<file path="src/rtl/key_input_conditioner.sv">
// key_input_conditioner: synchronise and debounce active-low push-buttons into level + press/release strobes; synchronise slide switches.
// Optional macro AUTOREPEAT_EN adds per-key auto-repeat press strobes while a key stays held.
module key_input_conditioner #(
  parameter int N_KEYS          = 2,
  parameter int SW_WIDTH        = 10,
  parameter int DEBOUNCE_CYCLES = 1000,
  parameter int REPEAT_DELAY    = 25000,
  parameter int REPEAT_PERIOD   = 5000
) (
  input  logic                CLOCK_50,
  input  logic                nReset,
  input  logic [N_KEYS-1:0]   KEY_n,
  input  logic [SW_WIDTH-1:0] SW_raw,
  output logic [N_KEYS-1:0]   pressed,
  output logic [N_KEYS-1:0]   press_pulse,
  output logic [N_KEYS-1:0]   release_pulse,
  output logic [SW_WIDTH-1:0] SW_sync
);
  localparam int CW = $clog2(DEBOUNCE_CYCLES + 1);
  localparam logic [CW-1:0] DB_LAST = CW'(DEBOUNCE_CYCLES);
  if (DEBOUNCE_CYCLES < 2 || DEBOUNCE_CYCLES > (1 << 20) || REPEAT_DELAY < 1 || REPEAT_PERIOD < 1) begin : g_bad_param
    $error("key_input_conditioner: parameter out of range");
  end
  logic [N_KEYS-1:0] key_m_q, key_s_q, pressed_q, press_q, release_q;
  logic [SW_WIDTH-1:0] sw_m_q, sw_s_q;
  logic [N_KEYS-1:0][CW-1:0] cnt_q, cnt_d;
  logic [N_KEYS-1:0] key_s, flip, rise, fall, rep_fire;
  assign key_s = ~key_s_q;
  // counter runs only while the synchronised key disagrees with the accepted level
  always_comb begin
    flip  = '0;
    cnt_d = '0;
    for (int i = 0; i < N_KEYS; i++) begin
      flip[i]  = key_s[i] != pressed_q[i] && cnt_q[i] + CW'(1) == DB_LAST;
      cnt_d[i] = (key_s[i] == pressed_q[i] || flip[i]) ? '0 : cnt_q[i] + CW'(1);
    end
  end
  assign rise = flip & ~pressed_q;
  assign fall = flip & pressed_q;
`ifdef AUTOREPEAT_EN
  localparam int RMAX = REPEAT_DELAY > REPEAT_PERIOD ? REPEAT_DELAY : REPEAT_PERIOD;
  localparam int RW = $clog2(RMAX + 1);
  typedef enum logic [1:0] {IDLE, HOLD, REPEAT} rep_state_e;
  rep_state_e st_q [N_KEYS];
  logic [RW-1:0] rcnt_q [N_KEYS];
  // a falling key suppresses any repeat that would land in the release cycle
  always_comb begin
    rep_fire = '0;
    for (int i = 0; i < N_KEYS; i++)
      rep_fire[i] = !fall[i] && st_q[i] != IDLE &&
                    rcnt_q[i] + RW'(1) == (st_q[i] == HOLD ? RW'(REPEAT_DELAY) : RW'(REPEAT_PERIOD));
  end
  always_ff @(posedge CLOCK_50 or negedge nReset) begin
    if (!nReset) begin
      for (int i = 0; i < N_KEYS; i++) begin
        st_q[i]   <= IDLE;
        rcnt_q[i] <= '0;
      end
    end else begin
      for (int i = 0; i < N_KEYS; i++) begin
        st_q[i]   <= fall[i] ? IDLE : rise[i] ? HOLD : rep_fire[i] ? REPEAT : st_q[i];
        rcnt_q[i] <= (st_q[i] == IDLE || rise[i] || fall[i] || rep_fire[i]) ? '0 : rcnt_q[i] + RW'(1);
      end
    end
  end
`else
  assign rep_fire = '0;
`endif
  always_ff @(posedge CLOCK_50 or negedge nReset) begin
    if (!nReset) begin
      key_m_q   <= '1;
      key_s_q   <= '1;
      sw_m_q    <= '0;
      sw_s_q    <= '0;
      cnt_q     <= '0;
      pressed_q <= '0;
      press_q   <= '0;
      release_q <= '0;
    end else begin
      key_m_q   <= KEY_n;
      key_s_q   <= key_m_q;
      sw_m_q    <= SW_raw;
      sw_s_q    <= sw_m_q;
      cnt_q     <= cnt_d;
      pressed_q <= pressed_q ^ flip;
      press_q   <= rise | rep_fire;
      release_q <= fall;
    end
  end
  assign pressed       = pressed_q;
  assign press_pulse   = press_q;
  assign release_pulse = release_q;
  assign SW_sync       = sw_s_q;
endmodule

</file>
<file path="config.mk">
export PLATFORM = sky130hd
export DESIGN_NAME = key_input_conditioner
export DESIGN_NICKNAME = d
export VERILOG_FILES = /design/src/rtl/key_input_conditioner.sv
export SDC_FILE = /design/constraint.sdc
export NUM_CORES = 1
export LEC_CHECK = 0
export ABC_CLOCK_PERIOD_IN_PS = 5400
export CAP_MARGIN = 10
export CORE_ASPECT_RATIO = 1.1
export CORE_MARGIN = 4
export CORE_UTILIZATION = 45
export DETAILED_ROUTE_END_ITERATION = 6
export GPL_TIMING_DRIVEN = 0
export PLACE_DENSITY = 0.75
export SYNTH_ARGS = -nofsm -noshare
export SYNTH_HDL_FRONTEND = slang
export SYNTH_SLANG_ARGS = --single-unit
</file>
<file path="constraint.sdc">
create_clock -name CLOCK_50 -period 5.4 [get_ports CLOCK_50]
set_clock_uncertainty 0.05 [all_clocks]
set_input_delay 1.08 -clock CLOCK_50 [delete_from_list [all_inputs] [get_ports CLOCK_50]]
set_output_delay 1.08 -clock CLOCK_50 [all_outputs]
set_load 0.05 [all_outputs]
</file>
After elaboration in Yosys (flattened, before gate mapping)

Index checks and enable logic that the tools add are counted.

Output and inout port bits: 16
Input bits: 14
Register bits: 50
Word-level logic and storage cells: 28

Multiplexer cells: 2
Eq/ne operators: 6
Bitwise gates (word level): 5
Reductions and logical operators: 4
$add $sub $neg: 2

Operator list:

| operator              | number |
|---|---|
| $add 10x1->10 const B | 2 |
| $eq 10x10->1 const B  | 2 |
| $mux 10               | 2 |
| $and 2x2->2           | 2 |
| $not 2->2             | 2 |
| $eq 1x1->1            | 2 |
| $logic_and 1x1->1     | 2 |
| $logic_or 1x1->1      | 2 |
| $ne 1x1->1            | 2 |
| $xor 2x2->2           | 1 |

Depth between registers and ports, before layout

Depth after elaboration: 5
Depth in mapped cells: 8

Worst setup path after synthesis

OpenSTA, ideal clock, no wires.

Path type: register to register
Start point: register cnt_q[10] (netlist bit)
End point: register pressed_q[1] (netlist: pressed[1])
Library setup time: 0.063 ns
Period minus slack after synthesis: 1.924 ns
Path buffers: 0
Slack: 3.476 ns
Arrival: 1.811 ns
Cell stages (with the launch flop): 9
Cell sequence: dfrtp_1 > ha_1 > nand3_1 > xor2_2 > o211ai_2 > nor3_2 > and3_1 > ha_1 > inv_1

Longest elaborated chain between the ends: 4

RTL lines:

| item                   | line | text |
|---|---|---|
| start, declared        | 26   | `logic [N_KEYS-1:0][CW-1:0] cnt_q, cnt_d;` |
| start signal, assigned | 84   | `cnt_q <= cnt_d;` |
| $add 10x1->10          | 34   | `flip[i] = key_s[i] != pressed_q[i] && cnt_q[i] + CW'(1) == DB_LAST;` |
| $eq 10x10->1           | 34   |  |
| $logic_and 1x1->1      | 34   |  |
| $xor 2x2->2            | 85   | `pressed_q <= pressed_q ^ flip;` |
| end signal, assigned   | 85   |  |
| end, declared          | 24   | `logic [N_KEYS-1:0] key_m_q, key_s_q, pressed_q, press_q, release_q;` |

Every way passes these cells.

Worst setup path in the final report

Start point: register pressed_q[1] (netlist: pressed[1])
End point: output pressed[1]

RTL lines:

| item          | line | text |
|---|---|---|
| end, declared | 14   | `output logic [N_KEYS-1:0] pressed,` |

No word-level cell between the ends.

==> results.json <==
{
  "outcome": "finished, final reports clean",
  "grt_start_max_net_pins": 46,
  "rsz0062_at_grt": "no",
  "die_w_um": 72.4,
  "io_pins": 30,
  "startpoint": "pressed[1]",
  "yosys.cell_types.count": 38,
  "via_per_inst": 5.01,
  "post_cts_resized": 0,
  "fin_crit_sh": 0.504,
  "worstPathArrival_ns": 1.59,
  "syn-num-nets": 186,
  "worstHoldStart": "sw_m_q[8]",
  "cts_inserted_buffers": 5,
  "ant_nets": 0,
  "routedWlPerCell_um": 14.0,
  "layout-drive-gt1-share": 0.149,
  "postPlaceCellArea_mm2": 0.00243,
  "critPathRequiredTime_ns": 4.27,
  "multi_input_area_um2": 752,
  "seq_area_mm2": 0.00126,
  "fmax_mhz": 368,
  "ys_ff_latch": 50,
  "yosysSeqAreaShare": 0.611,
  "root_buffer": "clkbuf_8",
  "power_density_mw_per_mm2": 266,
  "final_hold_viol_count": 0,
  "synthCells": 164,
  "rr_startpoint": "cnt_q[0]",
  "postCtsSetupRepairBufs": 0,
  "drt-pass1-iter-count": 4,
  "coreArea_mm2": 0.00435,
  "start_util": 0.473,
  "synth_area_leaders": "dfrtp_1 56%, dfstp_2 5.1%, ha_1 4.9%",
  "clk_latency_ns": 0.30,
  "yosysWarnings": 0,
  "yosys.area_share.xor_xnor": 0.0889,
  "start_kind": "register",
  "cts_tree": "built",
  "grt_pass1_wl_mm": 6.35,
  "final_cell_mix": "46 x dfrtp_1, 28 x clkdlybuf4s50_1, 18 x nor2_1",
  "netlist.area_leader.share": 0.560,
  "fill_cells": 350,
  "grt_pass1_vias": 1456,
  "die_y_um": 78.9,
  "area_growth_pct": 22.7,
  "mostFrequentLayoutCell": "dfrtp_1",
  "drt_iter0_drc": 40,
  "synth_top_family_by_area": "simple AND/OR/NAND/NOR gates",
  "synth_fa_ha_area_frac": 0.0487,
  "totalWireLength_mm": 3.58,
  "peakVddDrop_uv": 243,
  "track_usage": 0.143,
  "floorplan.die_area_mm2": 0.00571,
  "cap_violations": 0,
  "crit_buf_inv": 1,
  "vias": 1283,
  "hp-class": "reg -> reg",
  "yosysTopAreaCell": "dfrtp_1",
  "netlist_area_mm2": 0.00206,
  "maxSlewViolCount": 0,
  "crit_chain": "clkdlybuf4s50_1",
  "routabilityCongestion": 0.841,
  "path_delay_family": "buffers and inverters",
  "antenna_cells": 0,
  "fin_tns_setup_ns": 0,
  "holdBufCountCts": 0,
  "yosys.area_share.simple": 0.161,
  "p_leak_uw": 0.00107,
  "nets": 223,
  "critPathMaxStageDelay_ns": 0.84,
  "fin_crit_ns": 2.72,
  "crit_path_end_kind": "output port",
  "h-tree-depth": 2,
  "antenna_found_initial": 0,
  "num_rows": 25,
  "dpl.hpwl_mm": 2.59,
  "worstSetupPathType": "reg -> out",
  "gr-total-overflow": 0,
  "fin_area_mm2": 0.00252,
  "drc_errors": 0,
  "clk_pin_slew_ns": 0.09,
  "synth_mux_area_frac": 0,
  "syn_area_per_cell_um2": 12.5,
  "cts.sinks": 50,
  "cp_slowest_cell": "clkdlybuf4s50_1",
  "port-buffer-count": 29,
  "worst_pin_slew_ns": 0.511,
  "setup-violations-final": 0,
  "clock_path_buffers": 2,
  "critPathMaxFanout": 5,
  "slew_headroom": 0.658,
  "synth_compound_area_frac": 0.0670
}
[routing by layer]
layer,GRT usage,share of wire
met1,0.163,0.41
met2,0.252,0.55
met3,0.0367,0.030
met4,0.0572,0.017
met5,0,0
[through the flow]
stage | instances | power [uW] | utilization | setup WS (ns) | hold slack, ns
floorplan | 164 | 428 | - | 3.48 | 0.281
global placement | 247 | 455 | 0.555 | 1.99 | 0.282
detailed placement | 248 | 459 | 0.559 | 3.01 | 0.286
CTS | 256 | 678 | 0.580 | 2.67 | 0.307
global route | 256 | 704 | 0.580 | 2.63 | 0.315
finish | 256 | 670 | 0.580 | 2.68 | 0.304
[power by group]
group	switching, uW	internal (uW)	total, uW	leakage [uW]
logic	32.5	22.3	54.8	0.000394
clock network	127	93.6	220	0.0000447
registers	7.60	388	395	0.000633
[cells in the mapped netlist (all sizes together)]
cell type,n
a211oi,3
a21bo,1
a21o,1
a21oi,4
a2bb2oi,1
and2,1
and3,2
buf,3
clkbuf,1
dfrtp,46
dfstp,4
ha,8
inv,6
nand2,9
nand2b,1
nand3,7
nand3b,2
nand4,3
nand4b,1
nor2,19
nor3,13
nor3b,3
o211ai,2
o21a,1
o22a,1
o41ai,1
xnor2,11
xor2,9
[final cells by class]
| type | instances | share of cell area |
|---|---|---|
| buffer | 4 | 0.00992 |
| clock buffer | 5 | 0.0273 |
| clock inverter | 3 | 0.00992 |
| inverter | 6 | 0.00893 |
| multi-input combinational | 104 | 0.298 |
| sequential | 50 | 0.498 |
| tap | 54 | 0.0268 |
| timing repair buffer | 30 | 0.121 |
[path summary, 6_finish.rpt]
kind	end	slack, ns	depth (start not counted)
worst max-delay path	pressed[1]	2.68	1
worst min-delay path	SW_sync[8]	0.30	0
worst max register to register	pressed[0]	3.09	8
worst min register to register	SW_sync[8]	0.30	0
max in group asynchronous	key_s_q[1]	4.22	2
min in group asynchronous	cnt_q[6]	0.55	1
[sequential cells by signal (all words and copies together) (netlist names)]
| name | cells |
|---|---|
| cnt_q | 20 |
| press_pulse | 2 |
| release_pulse | 2 |
| key_m_q | 2 |
| sw_m_q | 10 |
| key_s_q | 2 |
| SW_sync | 10 |
| pressed | 2 |
[logic make-up after synthesis]
kind of cell    Yosys count
flops                    50
fa+ha+maj                 8
simple gates             61
buf+inv                  10
xor+xnor                 20
compound gates           15
Note: power is estimated with default switching activity, not from simulation.
